--- config.mk ---
export PLATFORM = sky130hd
export DESIGN_NAME = irq_controller
export DESIGN_NICKNAME = d
export VERILOG_FILES = /design/src/rtl/irq_controller.sv
export SDC_FILE = /design/constraint.sdc
export NUM_CORES = 1
export LEC_CHECK = 0
export ABC_AREA = 1
export ABC_CLOCK_PERIOD_IN_PS = 1100
export CAP_MARGIN = 0
export CELL_PAD_IN_SITES_DETAIL_PLACEMENT = 0
export CELL_PAD_IN_SITES_GLOBAL_PLACEMENT = 1
export CORE_MARGIN = 2
export CORE_UTILIZATION = 30
export CTS_CLUSTER_DIAMETER = 200
export CTS_CLUSTER_SIZE = 25
export DETAILED_ROUTE_END_ITERATION = 12
export PLACE_DENSITY = 0.79
export SYNTH_ARGS = -nofsm -noshare
export SYNTH_HDL_FRONTEND = slang
export SYNTH_SLANG_ARGS = --single-unit
--- constraint.sdc ---
create_clock -name clk -period 1.1 [get_ports clk]
set_input_delay 0.22 -clock clk [delete_from_list [all_inputs] [get_ports clk]]
set_output_delay 0.22 -clock clk [all_outputs]
set_load 0.1 [all_outputs]
--- src/rtl/irq_controller.sv ---
`default_nettype none
// ============================================================================
// Module  : irq_controller
// Brief   : Edge-latched, masked, fixed-priority interrupt controller with
//           request / ack / end-of-interrupt handshake toward the CPU.
// Revision: 1.0
// ============================================================================
module irq_controller #(
    parameter int                 NUM_IRQ   = 3,
    parameter int                 VEC_W     = 2,
    parameter logic [NUM_IRQ-1:0] SYNC_MASK = 3'b110
) (
    input  logic               clk,
    input  logic               reset,
    input  logic [NUM_IRQ-1:0] irq_in,
    input  logic               mask_we,
    input  logic [NUM_IRQ-1:0] mask_wdata,
    input  logic               gie,
    input  logic               irq_ack,
    input  logic               irq_eoi,
    output logic               irq_req,
    output logic [VEC_W-1:0]   irq_vec,
    output logic [NUM_IRQ-1:0] pending,
    output logic [NUM_IRQ-1:0] mask,
    output logic               in_service
);

    typedef enum logic [1:0] {
        S_IDLE    = 2'd0,
        S_REQUEST = 2'd1,
        S_SERVICE = 2'd2
    } state_t;

    state_t             r_state, w_state_nxt;
    logic [1:0]         r_warm;
    logic [NUM_IRQ-1:0] r_hist, r_armed, r_pending, r_mask;
    logic [NUM_IRQ-1:0] w_synced, w_valid, w_rise, w_elig, w_ack_clr;
    logic               r_req, w_req_nxt, r_insvc, w_insvc_nxt;
    logic [VEC_W-1:0]   r_vec, w_vec_nxt, w_win_idx;
    logic               w_any_elig, w_frozen_elig;

    generate
        for (genvar gi = 0; gi < NUM_IRQ; gi++) begin : g_src
            if (SYNC_MASK[gi]) begin : g_sync
                logic r_s1, r_s2;
                always_ff @(posedge clk) begin
                    if (reset) begin
                        r_s1 <= 1'b0;
                        r_s2 <= 1'b0;
                    end else begin
                        r_s1 <= irq_in[gi];
                        r_s2 <= r_s1;
                    end
                end
                assign w_synced[gi] = r_s2;
                // Synchronizer output only reflects the pin once both stages refilled after reset.
                assign w_valid[gi]  = r_warm[1];
            end else begin : g_direct
                assign w_synced[gi] = irq_in[gi];
                assign w_valid[gi]  = 1'b1;
            end
        end
    endgenerate

    // A line must be seen low after reset before its rise counts, so a pin
    // still held high across reset does not fire again.
    assign w_rise     = w_synced & ~r_hist & r_armed;
    assign w_elig     = gie ? (r_pending & r_mask) : '0;
    assign w_any_elig = |w_elig;

    always_comb begin
        w_win_idx     = '0;
        w_frozen_elig = 1'b0;
        w_ack_clr     = '0;
        for (int i = NUM_IRQ - 1; i >= 0; i--) begin
            if (w_elig[i])
                w_win_idx = VEC_W'(i);
            if (r_vec == VEC_W'(i)) begin
                w_frozen_elig = w_elig[i];
                if (r_state == S_REQUEST && irq_ack)
                    w_ack_clr[i] = 1'b1;
            end
        end
    end

    always_ff @(posedge clk) begin
        if (reset) begin
            r_warm    <= 2'b00;
            r_hist    <= '0;
            r_armed   <= '0;
            r_pending <= '0;
            r_mask    <= '0;
        end else begin
            r_warm    <= {r_warm[0], 1'b1};
            r_hist    <= w_synced;
            r_armed   <= r_armed | (w_valid & ~w_synced);
            r_pending <= (r_pending & ~w_ack_clr) | w_rise;
            if (mask_we)
                r_mask <= mask_wdata;
        end
    end

    always_comb begin
        w_state_nxt = r_state;
        w_req_nxt   = r_req;
        w_insvc_nxt = r_insvc;
        w_vec_nxt   = r_vec;
        case (r_state)
            S_IDLE: begin
                if (w_any_elig) begin
                    w_vec_nxt   = w_win_idx;
                    w_req_nxt   = 1'b1;
                    w_state_nxt = S_REQUEST;
                end
            end
            S_REQUEST: begin
                if (irq_ack) begin
                    w_req_nxt   = 1'b0;
                    w_insvc_nxt = 1'b1;
                    w_state_nxt = S_SERVICE;
                end else if (!w_frozen_elig) begin
                    w_req_nxt   = 1'b0;
                    w_state_nxt = S_IDLE;
                end
            end
            S_SERVICE: begin
                if (irq_eoi) begin
                    w_insvc_nxt = 1'b0;
                    w_state_nxt = S_IDLE;
                end
            end
            default: begin
                w_req_nxt   = 1'b0;
                w_insvc_nxt = 1'b0;
                w_state_nxt = S_IDLE;
            end
        endcase
    end

    always_ff @(posedge clk) begin
        if (reset) begin
            r_state <= S_IDLE;
            r_req   <= 1'b0;
            r_insvc <= 1'b0;
            r_vec   <= '0;
        end else begin
            r_state <= w_state_nxt;
            r_req   <= w_req_nxt;
            r_insvc <= w_insvc_nxt;
            r_vec   <= w_vec_nxt;
        end
    end

    assign irq_req    = r_req;
    assign irq_vec    = r_vec;
    assign pending    = r_pending;
    assign mask       = r_mask;
    assign in_service = r_insvc;

endmodule
`default_nettype wire

# After elaboration in Yosys (flattened, before gate mapping)
# Index checks and enable logic that the tools add are counted.
# totals
reg_bits	24
latch_bits	0
ram_bits	0
mem_bits_ro	0
in_bits	12
out_inout_bits	10
elab_cells	66
n_memories	0
# classes
add_sub_neg	0
n_mul	0
div_mod_pow	0
order_cmp	0
eq_ne	8
shifts	0
muxes	24
bitwise_logic	12
n_reduce_logical	8
# op_table
cell	count
$and 3x3->3	5
$mux 2	7
$mux 1	13
$not 3->3	3
$reduce_and 3->1	3
$ne 2x2->1 const B	3
$or 3x3->3	2
$pmux 1 s3	2
$pmux 2 s3	1
$eq 2x1->1 const B	2
$eq 2x2->1 const B	2
$logic_not 2->1	2
$mux 3	1
$ne 3x3->1 const B	1
$reduce_or 3->1	1
$not 1->1	2
$reduce_and 2->1	1
$logic_and 1x1->1	1

# Longest topological paths before layout
# Gate-level depths: netlist of run 1.
# depth
ltp_word	8
ltp_mapped	8

# Worst setup path before layout of run 1
# Ideal clock, no wire load.
# synth_path
path_kind	reg2reg
from	register r_pending[1] (netlist: pending[1])
to	register r_req (netlist: irq_req)
setup_ps	119
arrival_time_ps	1665
required_ps	981
setup_slack_ps	-684
stages_incl_launch_ff	8
path_cell_list	dfxtp_1 -> nand2_1 -> o21ai_2 -> nor2_1 -> nor2_1 -> nand2_1 -> nand2_1 -> a21oi_2
# synth_between
elab_chain_len	6
word_cells_on_any_way	8
classes_between	eq/ne (2); mux (3); bitwise (1); reduce/logical (2)
# synth_rtl
item	line_no	text
start: declaration	36	logic [NUM_IRQ-1:0] r_hist, r_armed, r_pending, r_mask;
start signal: assignment	97	r_pending <= (r_pending & ~w_ack_clr) | w_rise;
$and 3x3->3 *	68	assign w_elig = gie ? (r_pending & r_mask) : '0;
$mux 3 *	68	
$mux 1 (2 in series)	78	if (r_vec == VEC_W'(i)) begin
$ne 3x3->1 (no source line)	n/a	
$reduce_and 3->1 (no source line) *	n/a	
end signal: assignment	148	r_req <= w_req_nxt;
end: declaration	38	logic r_req, w_req_nxt, r_insvc, w_insvc_nxt;
# Every way passes the cells marked *; elsewhere a longest branch is shown, timed or not.
# A chain may end at the register's enable or synchronous reset.

# Final worst setup path of run 1
# layout_path
from	register r_vec[0] (netlist: irq_vec[0])
to	output irq_vec[0]
# layout_rtl
item	line_no	text
start: declaration	39	logic [VEC_W-1:0] r_vec, w_vec_nxt, w_win_idx;
start signal: assignment	150	r_vec <= w_vec_nxt;
end: declaration	22	output logic [VEC_W-1:0] irq_vec,
# No word-level cell between the ends.

==> qor.csv, run 1 <==
metric,value,unit
status,"complete, but fails checks",
violations,"design-rule violations, negative setup slack",
cpMaxStageDelayCell,dfxtp_4,
yosysTopAreaCellShare,53.6,%
vdd_drop_max,0.839,mV
antenna_found_initial,0,
grt_max_degree,15,
synth_seq_cells,24,
cts_tree,yes,
seqCellArea,518,um2
core_area,0.00281,mm2
critPathKind,reg -> out,
initial_utilization,32.0,%
final_layout_size_suffix_gt1_share,32.9,%
maxSlewHeadroom,84.4,%
cp-start-kind,flip-flop,
worstHoldStart,gie,
worst_pin_slew,0.233,ns
r2r_setup_slack,-0.01,ns
drc_errors,3,
finalHoldViolations,0,
die_h,58.7,um
grt_overflow,0,
grt_usage,12.9,%
die_w,58.7,um
finalNetCount,162,
hold_depth,5,
syn_area,897,um2
area_growth,57.7,%
syn_avg_cell_area,7.67,um2
drtIter0Drc,22,
holdBufCountCts,0,
first_pass_iters,8,
yosys_warnings,0,
swShare,24.4,%
port-buffer-count,21,
insertion_delay,0.32,ns
holdPathEnd,irq_vec[0],
gp_congestion,0.744,
via_per_inst,4.51,
multi_input_area,358,um2
path_buf_inv,1,
place_area,0.00133,mm2
drv_slew,0,
hpwl,1550,um
num_rows,19,
n_fill_cell,280,
synth_nets,129,
pwr-share-clk,34.8,%
synthCells,117,
r2r-end,irq_req,
ys_types,20,
fin_ws,-0.0249,ns
crit_family,flip-flops,
max_stage_delay,0.41,ns
placedCellCount,174,
drv_cap,0,
p_leak,0.602,nW
finalInstanceArea,0.00142,mm2
first_global_vias,801,
drtAntennaViolNets,0,
cp.depth,1,
critical_path.max_fanout,5,
fin_crit,1.12,ns
setup_viol,9,
hold_path_class,in -> reg,
internal_power,1.38,mW
die_area,0.00344,mm2
r2r_cells,8,
synth.area.top_cells,"dfxtp_1 (54%), nor2_1 (12%), nand2_1 (6.7%)",
htreeDepth,1,
wl,2020,um
rsz0062_at_grt,yes,
power_frac_seq,50.6,%
switching_power,0.444,mW
vias,812,
critPathCaptureType,output pin,
skew,0.00231,ns
synth_top_cell_by_area,dfxtp_1,
grt_pass1_wl,3370,um
arrival,0.90,ns
cts_root_buf,clkbuf_4,
clk_path_buf_depth,2,
clkTransAtPathRegs,0.13,ns
cts_buffers,3,
crit_required,0.88,ns
fin_worst_hold_slack,0.335,ns
yosysSeqAreaShare,53.6,%
antenna_cells,0,
p_comb_share,14.6,%
power_density,1290,mW/mm2
io_pins,22,
crit_path_cell_trace,buf_12,
r2r-start,irq_vec[0],
finalCritPeriodShare,102,%
cts_sinks,24,
fmax,0.889,GHz
final_cell_count_no_fill,180,
wire_per_inst,11.2,um
## power by group through the flow
stage                     Sequential (mW)  Clock (mW)  Combinational [mW]
after global placement              0.941           0               0.261
after global routing                0.927       0.708               0.282
after floorplan                      1.02           0              0.0568
final                               0.921       0.634               0.265
after CTS                           0.921       0.666               0.265
after detailed placement            0.943           0               0.264
## registers in the layout (all words and copies together) (netlist names)
signal             count
r_warm                 2
g_src.g_sync.r_s2      2
r_armed                3
irq_vec                2
in_service             1
irq_req                1
g_src.g_sync.r_s1      2
mask                   3
r_state                2
pending                3
r_hist                 3
## repair_timing
item                                    CTS  global route
endpoints found under the setup margin   10            16
pin swaps                                 0             1
resized for setup                         1             7
setup buffers                             1             1
gates cloned                              0             0
## worst max-delay path by stage
stage               slack, ns  startpoint          to
floorplan               -0.11     mask[2]     irq_req
global placement        -0.30         gie     irq_req
global route             -0.1  irq_vec[0]     irq_req
finish                  -0.02  irq_vec[0]  irq_vec[0]
CTS                     -0.04  pending[0]  pending[0]
detailed placement      -0.33         gie     irq_req
## per-stage QoR
step | total power, mW | setup WS (ns) | utilization [%] | TNS (ns)
finish | 1.82 | -0.0249 | 50.4 | -0.113
floorplan | 1.08 | -0.107 | - | -0.117
CTS | 1.85 | -0.0447 | 49.5 | -0.295
global placement | 1.20 | -0.302 | 47.2 | -2.00
global route | 1.92 | -0.0989 | 50.4 | -0.696
detailed placement | 1.21 | -0.332 | 47.2 | -2.21
## logic make-up after synthesis
family / count (synthesis) / synth area share, %
AO/OA/AOI/OAI: 19 / 12.7
AND/OR/NAND/NOR: 54 / 25.2
flip-flops: 24 / 53.6
buffers and inverters: 20 / 8.51
## cell usage in the layout (no fill, tap or decap)
master and n:
dfxtp_1 12, dfxtp_4 9, o31ai_1 1, nand3_2 2
a21oi_1 8, o21ai_1 2, a22oi_1 1, a21oi_2 1
a211oi_1 1, nor3_1 1, clkdlybuf4s50_1 10, inv_2 3
o21ai_0 3, dlymetal6s2s_1 1, buf_4 9, nand2_2 1
nor2_4 1, dfxtp_2 3, nand3b_1 1, buf_12 10
nand2_1 15, o21ai_2 2, nor2_2 4, clkbuf_4 3
bufinv_16 1, nor2_1 26, inv_1 15, nand3_1 3
## Yosys cell counts
library cell and count:
inv_2 3, nor2_2 2, inv_1 15, nand2_1 16, o21ai_0 3, a21oi_1 8, a211oi_1 1, nand3b_1 1
o21ai_2 2, a21oi_2 1, clkbuf_1 1, nor3_1 1, o31ai_1 1, nand3_1 5, a22oi_1 1, nor2_4 1
buf_2 1, dfxtp_1 24, o21ai_1 2, nor2_1 28
## final cells by class
type,instances,share of cell area (%)
Clock buffer,3,1.59
Clock inverter,1,2.12
Inverter,18,4.77
Multi-Input combinational cell,73,25.3
Sequential cell,24,36.6
Tap cell,31,2.74
Timing Repair Buffer,30,26.9
## metal layers
metal	up-vias	share of wire (%)	GRT usage [%]
met5	-	0	0
li1	425	-	-
met1	367	44	14.8
met2	18	51	23.0
met3	2	5.1	4.18
met4	0	0.40	3.57
Power figures use the tool's default switching activity.
==> inputs of run 2 (changes only) <==
--- a/config.mk
+++ b/config.mk
@@ -19,3 +19,4 @@
 export SYNTH_ARGS = -nofsm -noshare
 export SYNTH_HDL_FRONTEND = slang
 export SYNTH_SLANG_ARGS = --single-unit
+export TNS_END_PERCENT = 50
==> run 2 against run 1 <==
Against the previous run: the run still ends with design-rule violations, negative setup slack left; combinational power hardly changed; sequential share of layout area is 0.26 points higher; critical path depth stayed put; fmax is 0.83% higher; utilization is 0.36 points lower; sequential cell count stayed put; largest power group unchanged; highest routed layer unchanged.
==> qor.csv, run 2 (same netlist as run 1, synthesis figures left out) <==
metric,value,unit
status,"complete, but fails checks",
violations,"design-rule violations, negative setup slack",
pwr-share-clk,34.1,%
hpwl,1500,um
internal_power,1.38,mW
first_global_vias,806,
grt_pass1_wl,3170,um
cp.depth,1,
critPathCaptureType,output pin,
cts_buffers,3,
drc_errors,2,
finalNetCount,161,
first_pass_iters,9,
drv_slew,0,
max_stage_delay,0.41,ns
grt_usage,11.9,%
insertion_delay,0.30,ns
core_area,0.00281,mm2
area_growth,56.6,%
maxSlewHeadroom,84.2,%
hold_path_class,in -> reg,
power_density,1280,mW/mm2
via_per_inst,4.52,
drtIter0Drc,18,
grt_max_degree,15,
power_frac_seq,51.1,%
arrival,0.90,ns
antenna_cells,0,
cp-start-kind,flip-flop,
finalCritPeriodShare,101,%
worst_pin_slew,0.235,ns
die_h,58.7,um
mostFrequentLayoutCells,"nor2_1 (27), inv_1 (15), nand2_1 (15)",
holdBufCountCts,0,
fin_crit,1.12,ns
switching_power,0.424,mW
fin_ws,-0.0156,ns
crit_family,flip-flops,
r2r_cells,7,
skew,0.00307,ns
drv_cap,0,
fmax,0.896,GHz
port-buffer-count,21,
cts_tree,yes,
swShare,23.6,%
htreeDepth,1,
placedCellCount,175,
wl,1860,um
vias,809,
cts_sinks,24,
antenna_found_initial,0,
num_rows,19,
final_layout_size_suffix_gt1_share,31.8,%
cpMaxStageDelayCell,dfxtp_4,
die_w,58.7,um
layout_commonest_cell,nor2_1,
rsz0062_at_grt,yes,
finalHoldViolations,0,
crit_required,0.88,ns
grt_overflow,0,
vdd_drop_max,0.670,mV
setup_viol,2,
critPathKind,reg -> out,
path_buf_inv,1,
wire_per_inst,10.4,um
cts_root_buf,clkbuf_4,
initial_utilization,32.0,%
place_area,0.00133,mm2
hold_depth,5,
clkTransAtPathRegs,0.12,ns
fin_worst_hold_slack,0.358,ns
gp_congestion,0.754,
final_cell_count_no_fill,179,
drtAntennaViolNets,0,
p_comb_share,14.8,%
p_leak,0.598,nW
critical_path.max_fanout,6,
io_pins,22,
n_fill_cell,272,
crit_path_cell_trace,buf_12,
finalInstanceArea,0.00141,mm2
clk_path_buf_depth,2,
die_area,0.00344,mm2
-- run 2: stage by stage --
stage	power, mW	setup slack [ns]	setup TNS [ns]	util (%)
floorplan	1.08	-0.168	-0.222	-
global placement	1.20	-0.299	-1.98	47.5
detailed placement	1.21	-0.324	-2.15	47.5
CTS	1.83	-0.0318	-0.131	49.4
global route	1.90	-0.0647	-0.538	50.1
finish	1.80	-0.0156	-0.0206	50.1
-- run 2: final cells by class --
| cell class | count | area, um2 | area share, % |
|---|---|---|---|
| Clock buffer | 3 | 22.5 | 1.60 |
| Timing Repair Buffer | 29 | 373 | 26.5 |
| Inverter | 18 | 67.6 | 4.81 |
| Multi-Input combinational cell | 73 | 355 | 25.3 |
| Tap cell | 31 | 38.8 | 2.76 |
| Clock inverter | 1 | 30.0 | 2.14 |
| Sequential cell | 24 | 518 | 36.9 |
-- run 2: power groups by stage --
| stage | registers, mW | clock network [mW] | logic [mW] |
|---|---|---|---|
| after floorplan | 1.02 | 0 | 0.0568 |
| after global placement | 0.941 | 0 | 0.263 |
| after detailed placement | 0.942 | 0 | 0.267 |
| after CTS | 0.922 | 0.644 | 0.268 |
| after global routing | 0.926 | 0.688 | 0.284 |
| final | 0.920 | 0.614 | 0.266 |
-- run 2: worst paths after layout --
path / endpoint / slack (ns) / startpoint
worst max-delay path: irq_vec[0] / -0.02 / irq_vec[0]
worst min-delay path: irq_vec[0] / 0.36 / gie
worst max register to register: irq_req / 0.06 / pending[1]
worst min register to register: r_warm[1] / 0.41 / r_warm[0]
-- run 2: what timing repair did --
action,CTS,global route
endpoints found under the setup margin,9,16
pin swaps,0,1
resized for setup,1,7
buffers inserted,0,0
endpoints found under the hold margin,0,0
-- run 2: layer usage --
| metal | global-route usage, % | wire length (um) | vias to the layer above |
|---|---|---|---|
| met5 | 0 | 0 | - |
| met4 | 2.92 | 12 | 0 |
| met3 | 4.84 | 120 | 2 |
| met2 | 20.7 | 887 | 24 |
| met1 | 13.6 | 838 | 356 |
| li1 | - | - | 427 |
==> inputs of run 3 (changes only) <==
==> constraint.sdc (replaced) <==
create_clock -name clk -period 1.1 [get_ports clk]
set_input_delay 0.165 -clock clk [delete_from_list [all_inputs] [get_ports clk]]
set_output_delay 0.165 -clock clk [all_outputs]
set_load 0.1 [all_outputs]
==> run 3 against run 2 <==
Against the previous run: the run ends with design-rule violations left; setup slack better by 0.037 ns; clock skew down 0.00074 ns; final area up 1.6%; first-iteration DRC count up 17%; sequential share of layout area down 0.76 points; fmax up 3.5%; sequential power up 0.5%; cell count up 0.56%; hold slack better by 0.0037 ns; combinational power about the same.
==> qor.csv, run 3 (same netlist as run 1, synthesis figures left out) <==
metric,value,unit
status,"complete, but fails checks",
violations,design-rule violations,
place_area,0.00133,mm2
fin_setup_tns,0,ns
pwr-share-clk,34.1,%
grt_usage,11.8,%
clk_path_buf_depth,2,
cts_sinks,24,
cts_buffers,3,
n_fill_cell,269,
port-buffer-count,21,
grt_max_degree,15,
internal_power,1.38,mW
maxSlewHeadroom,81.4,%
critical_path.max_fanout,3,
die_w,58.7,um
first_pass_iters,8,
power_density,1270,mW/mm2
worst_pin_slew,0.277,ns
finalCritPeriodShare,98.0,%
multi_input_area,375,um2
via_per_inst,4.49,
critPathKind,in -> reg,
rsz0062_at_grt,yes,
grt_overflow,0,
clkTransAtPathRegs,0.12,ns
p_comb_share,14.8,%
vias,808,
first_global_vias,798,
final_layout_size_suffix_gt1_share,32.2,%
finalNetCount,162,
finalInstanceArea,0.00143,mm2
holdBufCountCts,0,
num_rows,19,
htreeDepth,1,
core_area,0.00281,mm2
initial_utilization,32.0,%
drc_errors,2,
drtIter0Drc,21,
hpwl,1510,um
power_frac_seq,51.1,%
mostFrequentLayoutCells,"nor2_1 (28), inv_1 (15), nand2_1 (15)",
cp-start-kind,primary input,
area_growth,59.1,%
critPathCaptureType,flip-flop,
die_h,58.7,um
hold_path_class,in -> reg,
cts_root_buf,clkbuf_4,
antenna_found_initial,0,
die_area,0.00344,mm2
antenna_cells,0,
wl,1920,um
grt_pass1_wl,3130,um
fmax,0.927,GHz
wire_per_inst,10.6,um
io_pins,22,
vdd_drop_max,0.675,mV
insertion_delay,0.30,ns
seqCellArea,515,um2
setup_viol,0,
p_leak,0.607,nW
skew,0.00233,ns
swShare,23.8,%
drtAntennaViolNets,0,
drv_slew,0,
drv_cap,0,
arrival,1.29,ns
fin_crit,1.08,ns
layout_commonest_cell,nor2_1,
crit_required,1.31,ns
gp_congestion,0.754,
switching_power,0.430,mW
cts_tree,yes,
finalHoldViolations,0,
## run 3: routing by layer
| metal | track usage (%) | share of wire, % | vias up |
|---|---|---|---|
| met4 | 2.92 | 0.52 | 0 |
| met2 | 20.7 | 48 | 22 |
| met3 | 4.84 | 6.6 | 2 |
| met1 | 13.2 | 44 | 354 |
| li1 | - | - | 430 |
| met5 | 0 | 0 | - |
## run 3: worst paths after layout
kind	start	to	slack [ns]	cells after the start
max	gie	irq_req	0.02	8
min	irq_in[1]	g_src[1].g_sync.r_s1	0.36	3
max reg2reg	mask[1]	irq_req	0.05	8
min reg2reg	r_warm[0]	r_warm[1]	0.41	2
## run 3: worst max-delay path, stage by stage
cell             delay (ns)
clkdlybuf4s50_1        0.54
inv_2                  0.09
o21ai_4                0.18
nor2_1                 0.06
nor2_1                 0.09
nand2_1                0.06
nand2_1                0.06
a21oi_2                0.05
## run 3: area by class of cell
type | count | share of cell area [%]
inverters | 18 | 4.73
clock buffers | 3 | 1.58
multi-input cells | 73 | 26.3
repair buffers | 30 | 26.5
well taps | 31 | 2.72
flip-flops and latches | 24 | 36.1
clock inverters | 1 | 2.10
## run 3: power by group through the flow
| stage | logic, mW | registers [mW] | clock network, mW |
|---|---|---|---|
| floorplan | 0.0568 | 1.02 | 0 |
| finish | 0.269 | 0.925 | 0.617 |
| global route | 0.286 | 0.930 | 0.690 |
| detailed placement | 0.267 | 0.942 | 0 |
| global placement | 0.263 | 0.941 | 0 |
| CTS | 0.268 | 0.923 | 0.642 |
## run 3: repair_timing
item                                   CTS  global route
pin swaps                                0             3
resized for setup                        1             8
setup endpoints to repair                1             8
endpoints found under the hold margin    0             0
buffers inserted                         0             1
cloned                                   0             0
## run 3: metrics by stage
| stage | hold WS, ns | power [mW] | std cells | setup slack [ns] | utilization [%] |
|---|---|---|---|---|---|
| finish | 0.361 | 1.81 | 180 | 0.0218 | 50.9 |
| CTS | 0.350 | 1.83 | 179 | 0.0187 | 49.4 |
| detailed placement | 0.398 | 1.21 | 175 | -0.270 | 47.5 |
| global route | 0.334 | 1.91 | 180 | -0.0490 | 50.9 |
| floorplan | 0.248 | 1.08 | 117 | -0.168 | - |
| global placement | 0.391 | 1.20 | 175 | -0.244 | 47.5 |
